`src/rtl/alu_pkg.sv`:
```
// Shared ALU definitions: opcode field width, opcode encodings and the
// arbiter FSM state encoding.
package alu_pkg;

    localparam int unsigned OP_W = 5;

    localparam logic [OP_W-1:0] OP_ADD   = 5'b00001;
    localparam logic [OP_W-1:0] OP_NEG   = 5'b00010;
    localparam logic [OP_W-1:0] OP_SUB   = 5'b00011;
    localparam logic [OP_W-1:0] OP_MUL   = 5'b00100;
    localparam logic [OP_W-1:0] OP_CMP   = 5'b00101;
    localparam logic [OP_W-1:0] OP_DIV   = 5'b01000;
    localparam logic [OP_W-1:0] OP_REM   = 5'b01001;
    localparam logic [OP_W-1:0] OP_AND   = 5'b01010;
    localparam logic [OP_W-1:0] OP_NOT   = 5'b01011;
    localparam logic [OP_W-1:0] OP_OR    = 5'b01100;
    localparam logic [OP_W-1:0] OP_XOR   = 5'b01101;
    localparam logic [OP_W-1:0] OP_SLL   = 5'b01110;
    localparam logic [OP_W-1:0] OP_SRL   = 5'b01111;
    localparam logic [OP_W-1:0] OP_SRA   = 5'b10000;
    localparam logic [OP_W-1:0] OP_PASSB = 5'b11000;

    typedef enum logic [1:0] {
        S_IDLE  = 2'd0,
        S_ISSUE = 2'd1,
        S_WAIT  = 2'd2,
        S_RESP  = 2'd3
    } arb_state_t;

endpackage

```
`src/rtl/alu_req_arbiter_rr_arb2.sv`:
```
// 2-way round-robin selector.
//   req_valid  in  2  per-port request valid
//   last_grant in  1  port granted most recently
//   sel        out 1  selected port (only meaningful when its req_valid is set)
module rr_arb2 (
    input  logic [1:0] req_valid,
    input  logic       last_grant,
    output logic       sel
);

    // With contention the port that did not win last time goes next.
    always_comb begin
        sel = ~last_grant;
        case (req_valid)
            2'b01:   sel = 1'b0;
            2'b10:   sel = 1'b1;
            2'b11:   sel = ~last_grant;
            default: sel = ~last_grant;
        endcase
    end

endmodule

```
`src/rtl/alu_req_arbiter.sv`:
```
// Shares one registered ALU between the execute stage (port 0) and the
// branch/compare unit (port 1). One op in flight; div/rem by zero and ALU
// timeout are answered locally with rsp_err.
//   clk, rst (sync, active-high)
//   req_valid/req_ready[1:0], req{0,1}_op/a/b : request channels
//   rsp_valid[1:0], rsp_data, rsp_err          : response channels
//   alu_en/op/a/b out, alu_valid/data in       : ALU interface
//   busy, grant_id                             : status
module alu_req_arbiter
    import alu_pkg::*;
#(
    parameter int unsigned WIDTH   = 32,
    parameter int unsigned OP_W    = alu_pkg::OP_W,
    parameter int unsigned TIMEOUT = 8
) (
    input  logic             clk,
    input  logic             rst,
    input  logic [1:0]       req_valid,
    output logic [1:0]       req_ready,
    input  logic [OP_W-1:0]  req0_op,
    input  logic [WIDTH-1:0] req0_a,
    input  logic [WIDTH-1:0] req0_b,
    input  logic [OP_W-1:0]  req1_op,
    input  logic [WIDTH-1:0] req1_a,
    input  logic [WIDTH-1:0] req1_b,
    output logic [1:0]       rsp_valid,
    output logic [WIDTH-1:0] rsp_data,
    output logic             rsp_err,
    output logic             alu_en,
    output logic [OP_W-1:0]  alu_op,
    output logic [WIDTH-1:0] alu_a,
    output logic [WIDTH-1:0] alu_b,
    input  logic             alu_valid,
    input  logic [WIDTH-1:0] alu_data,
    output logic             busy,
    output logic             grant_id
);

    localparam int unsigned CNT_W = $clog2(TIMEOUT);

    arb_state_t       state, state_nxt;
    logic [CNT_W-1:0] cnt, cnt_nxt;
    logic             last_grant, last_grant_nxt;
    logic             sel;
    logic             accept;
    logic             div_zero;
    logic [OP_W-1:0]  sel_op;
    logic [WIDTH-1:0] sel_a, sel_b;

    logic             grant_nxt, alu_en_nxt, rsp_err_nxt, busy_nxt;
    logic [1:0]       rsp_valid_nxt;
    logic [OP_W-1:0]  alu_op_nxt;
    logic [WIDTH-1:0] alu_a_nxt, alu_b_nxt, rsp_data_nxt;

    rr_arb2 u_arb (
        .req_valid  (req_valid),
        .last_grant (last_grant),
        .sel        (sel)
    );

    // Selected request payload and handshake.
    assign sel_op   = sel ? req1_op : req0_op;
    assign sel_a    = sel ? req1_a  : req0_a;
    assign sel_b    = sel ? req1_b  : req0_b;
    assign accept   = !rst && (state == S_IDLE) && req_valid[sel];
    assign req_ready = {accept && sel, accept && !sel};
    assign div_zero = ((sel_op == OP_W'(OP_DIV)) || (sel_op == OP_W'(OP_REM)))
                      && (sel_b == '0);

    // Next-state and next-output logic.
    always_comb begin
        state_nxt      = state;
        cnt_nxt        = cnt;
        last_grant_nxt = last_grant;
        grant_nxt      = grant_id;
        alu_en_nxt     = 1'b0;
        alu_op_nxt     = alu_op;
        alu_a_nxt      = alu_a;
        alu_b_nxt      = alu_b;
        rsp_valid_nxt  = 2'b00;
        rsp_data_nxt   = rsp_data;
        rsp_err_nxt    = rsp_err;

        case (state)
            S_IDLE: begin
                if (accept) begin
                    alu_op_nxt     = sel_op;
                    alu_a_nxt      = sel_a;
                    alu_b_nxt      = sel_b;
                    grant_nxt      = sel;
                    last_grant_nxt = sel;
                    if (div_zero) begin
                        state_nxt     = S_RESP;
                        rsp_valid_nxt = {sel, !sel};
                        rsp_data_nxt  = '0;
                        rsp_err_nxt   = 1'b1;
                    end else begin
                        state_nxt  = S_ISSUE;
                        alu_en_nxt = 1'b1;
                    end
                end
            end
            S_ISSUE: begin
                state_nxt = S_WAIT;
                cnt_nxt   = '0;
            end
            S_WAIT: begin
                // Counter reaches TIMEOUT-1 on the edge that gives up.
                cnt_nxt = cnt + 1'b1;
                if (alu_valid) begin
                    state_nxt     = S_RESP;
                    rsp_valid_nxt = {grant_id, !grant_id};
                    rsp_data_nxt  = alu_data;
                    rsp_err_nxt   = 1'b0;
                end else if (cnt == CNT_W'(TIMEOUT - 2)) begin
                    state_nxt     = S_RESP;
                    rsp_valid_nxt = {grant_id, !grant_id};
                    rsp_data_nxt  = '0;
                    rsp_err_nxt   = 1'b1;
                end
            end
            S_RESP: begin
                state_nxt = S_IDLE;
            end
            default: begin
                state_nxt = S_IDLE;
            end
        endcase

        busy_nxt = (state_nxt != S_IDLE);
    end

    // State, counter and output registers.
    always_ff @(posedge clk) begin
        if (rst) begin
            state      <= S_IDLE;
            cnt        <= '0;
            last_grant <= 1'b1;
            grant_id   <= 1'b0;
            alu_en     <= 1'b0;
            alu_op     <= '0;
            alu_a      <= '0;
            alu_b      <= '0;
            rsp_valid  <= 2'b00;
            rsp_data   <= '0;
            rsp_err    <= 1'b0;
            busy       <= 1'b0;
        end else begin
            state      <= state_nxt;
            cnt        <= cnt_nxt;
            last_grant <= last_grant_nxt;
            grant_id   <= grant_nxt;
            alu_en     <= alu_en_nxt;
            alu_op     <= alu_op_nxt;
            alu_a      <= alu_a_nxt;
            alu_b      <= alu_b_nxt;
            rsp_valid  <= rsp_valid_nxt;
            rsp_data   <= rsp_data_nxt;
            rsp_err    <= rsp_err_nxt;
            busy       <= busy_nxt;
        end
    end

endmodule

```
`config.mk`:
```
export PLATFORM = sky130hd
export DESIGN_NAME = alu_req_arbiter
export DESIGN_NICKNAME = d
export VERILOG_FILES = /design/src/rtl/alu_pkg.sv /design/src/rtl/alu_req_arbiter_rr_arb2.sv /design/src/rtl/alu_req_arbiter.sv
export SDC_FILE = /design/constraint.sdc
export NUM_CORES = 1
export LEC_CHECK = 0
export ABC_CLOCK_PERIOD_IN_PS = 6700
export BUFFER_PORTS_ARGS = -buffer_cell sky130_fd_sc_hd__buf_2
export CAP_MARGIN = 20
export CORE_AREA = 2 2 110 112
export CTS_CLUSTER_DIAMETER = 30
export DETAILED_ROUTE_END_ITERATION = 6
export DIE_AREA = 0 0 112 114
export PLACE_DENSITY_LB_ADDON = 0.25
export SLEW_MARGIN = 20
export SYNTH_ARGS = -nofsm -noshare
export SYNTH_HDL_FRONTEND = slang
export SYNTH_HIERARCHICAL = 1
export SYNTH_SLANG_ARGS = --single-unit
export TNS_END_PERCENT = 1
```
`constraint.sdc`:
```
create_clock -name clk -period 6.7 [get_ports clk]
set_clock_uncertainty 0.05 [all_clocks]
set_input_delay 1.34 -clock clk [delete_from_list [all_inputs] [get_ports clk]]
set_output_delay 1.34 -clock clk [all_outputs]
set_load 0.01 [all_outputs]
```
After elaboration in Yosys (flattened, before gate mapping)

Cells that the tools add are included.

Input bits: 175
Flip-flop bits (word level): 113
Output and inout port bits: 109

Mux-type cells: 28
Equality and inequality tests: 11
Reductions and logical operators: 17
Add/sub/neg operators: 1
Bitwise operators: 3
Order comparisons: 1

Operators by type and width:

| kind                | count |
|---|---|
| $mux 32             | 6 |
| $pmux 32 s2         | 1 |
| $logic_not 32->1    | 1 |
| $mux 2              | 8 |
| $eq 5x4->1 const B  | 2 |
| $pmux 2 s4          | 1 |
| $mux 1              | 7 |
| $eq 2x2->1 const B  | 3 |
| $pmux 3 s2          | 1 |
| $reduce_bool 2->1   | 3 |
| $logic_and 1x1->1   | 5 |
| $mux 5              | 1 |
| $eq 2x1->1 const B  | 2 |
| $ne 2x2->1 const B  | 2 |
| $pmux 1 s2          | 2 |
| $pmux 2 s2          | 1 |
| $reduce_and 4->1    | 1 |
| $add 3x1->3 const B | 1 |
| $eq 3x3->1 const B  | 1 |
| $logic_not 1->1     | 3 |
| $ne 3x3->1 const B  | 1 |
| $not 1->1           | 3 |
| $reduce_or 3->1     | 1 |
| $logic_not 2->1     | 1 |
| other kinds (3)     | 3 |

Longest topological paths before layout

Depth in word-level cells: 10
Gate-level depth with buffers: 11
Gate-level depth less buffers: 9

Hierarchy

Netlist, hierarchy kept.

Modules (own cells, without submodules):

| module          | cells an instance | instances | area each (um^2) |
|---|---|---|---|
| alu_req_arbiter | 544               | 1         | 5103.6 |
| rr_arb2         | 4                 | 1         | 30.0 |

Worst setup path after synthesis

Ideal clock, no wire load.

Path type: input to output
From: in req_valid[0]
To: out req_ready[1]
Arrival time: 3.041 ns
Cell stages on the path: 8
Setup slack: 2.269 ns
Data required time: 5.310 ns
Cell sequence: inv_1 -> ha_1 -> mux2i_1 -> mux2i_1 -> nor3b_1 -> clkbuf_1 -> nand2_1 -> inv_1

Word-level cells in the longest chain between the ends: 6

RTL lines:

| item                                      | RTL line                      | source |
|---|---|---|
| from (decl)                               | alu_req_arbiter.sv:18         | `input logic [1:0] req_valid,` |
| $eq 2x2->1 or $eq 2x1->1 (tied branches)  | alu_req_arbiter_rr_arb2.sv:14 | `case (req_valid)` |
| $pmux 1 s2 *                              | alu_req_arbiter_rr_arb2.sv:14 |  |
| via sel                                   | alu_req_arbiter.sv:44         | `logic sel;` |
| $mux 1 (implied by the code) (2 in a row) | alu_req_arbiter.sv:65         | `assign accept = !rst && (state == S_IDLE) && req_valid[sel];` |
| $logic_and 1x1->1                         | alu_req_arbiter.sv:65         |  |
| $logic_and 1x1->1 *                       | alu_req_arbiter.sv:66         | `assign req_ready = {accept && sel, accept && !sel};` |
| to (decl)                                 | alu_req_arbiter.sv:19         | `output logic [1:0] req_ready,` |

The timed path passes the listed nets; every way through them passes the cells marked *. The select of a mux whose other input is x is not followed.

Final worst setup path

From: in req_valid[0]
To: out req_ready[0]

The elaborated chain is that of the path after synthesis.

==> impl_metrics.toml <==
[power_and_ir_drop]
cellLeakagePower_nw = 3.440
switching_share_pct = 25.83
pwr-share-seq_pct = 37.9
totalPowerFinal_mw = 2.039
clockPowerShare_pct = 43.2
intPower_mw = 1.512
max-vdd-ir-drop_uv = 163.0
power_frac_comb_pct = 18.9
power_density_nw_per_um2 = 282.7
p_sw_mw = 0.5266

[timing]
worst_tran_pin_value_ns = 0.8840
maxSlewHeadroom_pct = 41.07
finalCritPeriodShare_pct = 65.67
drv_slew = 0
final.min_clock_period_ns = 4.400
final_setup_tns_ns = 0
final.hold.worst_slack_ns = 0.4237
timing.fmax_ghz = 0.2273
rsz0062_at_grt = "false"
final_critical_path_setup_slack_ns = 2.300
hold_viol = 0
setup-violations-final = 0

[finish]
post_layout_nonfiller_instances = 970
fillers = 1006
stdcell_area_sq_um = 7213
insertedDiodeCount = 0
area.growth.synth_to_final_pct = 40.51
final_nets = 992
post-route-util_pct = 61.59
proportion_of_layout_cells_with_a_drive_suffix_above_1_pct = 39.25

[clock_tree]
htree_levels = 4
root_buffer = "clkbuf_16"
cts_sinks = 113
tritoncts_clock_tree = "yes"
cts.repair_timing.setup_buffer_count = 0
total_clock_buffers_created_by_cts = 17
worst_setup_hold_path_clk_slew_ns = 0.05
postCtsHoldBufs = 0
clock_insertion_delay_worst_skew_ns = 0.40
cts_max_path_buffers = 2
post_cts_resized = 0

[synth]
mappedNetlistArea_sq_um = 5134
ys_types = 31
synthCells = 548
ys_seq_elements = 113
postSynthNetCount = 728
yosysWarnings = 6
synth_area_per_cell_sq_um = 9.368
sequential_element_share_of_the_synthesized_area_pct = 44.07

[route]
route.detailed.wl_per_inst_um = 15.03
route.detailed.vias_per_inst = 5.119
wirelength_um = 14580
antenna_violating_nets_post_route = 0
detailedRoute.firstPassIterationCount = 5
initial_drt_markers = 289
vias = 4965
drc = 0

[worst_hold_path]
min_to = "rsp_data[7]"
timing.hold.worst.start = "rsp_data[7]"
hold_depth = 2
worst_hold_path_type = "reg -> reg"

[worst_setup_path]
critical_path.n_buffers_inverters = 3
slowest_stage_cell_crit_path = "or3b_2"
critical-path-max-stage-delay_ns = 0.49
crit_arrival_ns = 3.01
worst-setup-path-type = "in -> out"
path_common_cell = "buf_2"
worstSetupEndpointType = "output port"
ff2ff_setup_slack_ns = 3.73
worstRegToRegCells = 8
critical_path.top_delay_family = "simple AND/OR/NAND/NOR gates"
crit_chain = "buf_2 -> inv_1 -> ha_1 -> mux2i_4 -> mux2i_1 -> or3b_2 -> nor2_1 -> buf_2"
r2r_start = "last_grant"
worstPathRequired_ns = 5.31
crit_fanout = 2
critical_path.startpoint_type = "primary input"
r2r_end = "rsp_err"

[place]
placed_instance_count = 940
dpl-instance-area_sq_um = 6623
hpwlAfterDp_um = 10840
finalWeightedCongestion = 0.8641
buffer_ports.inserted = 283
detailedPlace.worstSlack_ns = 2.196

[global_route]
grt_first_pass_wirelength_um = 23350
grt_pass1_vias = 4831
grt-ovfl-total = 0
grt_antenna_before_repair = 0
grt_max_degree = 80
grt_util_all_layers_pct = 22.77

[floorplanning]
placement_rows = 40
boundaryPins = 284
dieArea_sq_um = 12770
floorplan.initialDensity_pct = 43.84
die_y_um = 114
core_region_area_sq_um = 11710
die_w_um = 112

[status]
run_status = "finished clean"

[flow_run]
max-cap-violations = 0
-- final cells by class --
type	instances	area [sq um]	area share (%)
clock inverters	5	75.07	1.041
multi-input cells	383	2685	37.22
inverters	8	30.03	0.4163
flip-flops and latches	113	2262	31.36
well taps	147	183.9	2.550
clock buffers	25	515.5	7.147
repair buffers	289	1461	20.26
-- synth_stat cells (all sizes together) --
| cell type | number | area, sq um |
|---|---|---|
| o21ai | 38 | 190.2 |
| mux2i | 103 | 1031 |
| nand2b | 35 | 219.0 |
| nor4b | 2 | 17.52 |
| buf | 15 | 81.33 |
| nand3 | 5 | 25.02 |
| clkbuf | 29 | 108.9 |
| nor4bb | 1 | 10.01 |
| a211oi | 33 | 247.7 |
| o22ai | 2 | 12.51 |
| nor3b | 1 | 7.510 |
| nor4 | 11 | 68.82 |
| a21oi | 11 | 58.81 |
| nor2 | 45 | 168.9 |
| nand4 | 4 | 25.02 |
| nand3b | 37 | 277.8 |
| nor3 | 4 | 20.02 |
| inv | 8 | 30.03 |
| a31oi | 3 | 25.02 |
| dfxtp | 113 | 2262 |
| or3b | 1 | 8.760 |
| o32ai | 1 | 8.760 |
| mux2 | 1 | 11.26 |
| nor2b | 2 | 12.51 |
| nand2 | 38 | 142.6 |
| ha | 5 | 62.56 |
-- per-layer routing --
| layer | track usage, % | vias up | wire, um |
|---|---|---|---|
| met4 | 9.024 | 0 | 224 |
| met3 | 5.367 | 16 | 898 |
| li1 | - | 2475 | - |
| met5 | 0 | - | 0 |
| met1 | 27.72 | 2275 | 6221 |
| met2 | 39.15 | 199 | 7232 |
-- flip-flops by register name, indices dropped and copies added, names as in the netlist --
| register | cells |
|---|---|
| alu_a | 32 |
| alu_b | 32 |
| rsp_data | 32 |
| alu_op | 5 |
| cnt | 3 |
| rsp_valid | 2 |
| state | 2 |
| alu_en | 1 |
| busy | 1 |
| grant_id | 1 |
| last_grant | 1 |
| rsp_err | 1 |
-- power by group through the flow --
stage | Clock, mW | Sequential [mW] | Combinational, mW
after floorplan | 0 | 0.812 | 0.192
after global placement | 0 | 0.782 | 0.377
after global routing | 0.939 | 0.780 | 0.424
after detailed placement | 0 | 0.785 | 0.387
final | 0.881 | 0.772 | 0.385
after CTS | 0.905 | 0.772 | 0.388
-- worst register-to-register path, delay by kind of cell (launching register included) --
family / cells / cell delay [ns]
AOI/OAI and AO/OA: 2 / 0.28
DFF: 1 / 0.33
buffers and inverters: 2 / 1.07
muxes: 3 / 0.92
and+or+nand+nor: 1 / 0.20
-- cell families after synthesis --
group | synth area share [%]
fa+ha+maj | 1.219
flops | 44.07
compound gates | 10.58
simple gates | 19.55
buf+inv | 4.290
mux | 20.30
-- worst max-delay path by stage --
stage	depth (start not counted)	startpoint	endpoint	slack, ns
floorplan	8	req_valid[0]	req_ready[1]	2.27
global placement	11	req_valid[0]	rsp_err	2.32
detailed placement	11	req_valid[0]	rsp_err	2.20
CTS	8	req_valid[0]	req_ready[0]	2.31
global route	8	req_valid[0]	req_ready[0]	2.18
finish	8	req_valid[0]	req_ready[0]	2.30
-- placed cells by master, fill, tap and decap left out, drive strengths merged --
cell    Yosys  final
nand4       4      4
nor2b       2      2
o22ai       2      2
clkinv      0      3
or3b        1      1
nor3        4      4
bufinv      0      2
o21ai      38     38
nor3b       1      1
buf        15    289
clkbuf     29     25
nand2      38     38
a31oi       3      3
ha          5      5
dfxtp     113    113
a21oi      11     11
nor4b       2      2
nand2b     35     35
nor4       11     11
nand3b     37     37
nor2       45     45
nor4bb      1      1
inv         8      8
mux2i     103    103
o32ai       1      1
nand3       5      5
a211oi     33     33
mux2        1      1
(Power assumes the default switching activity.)
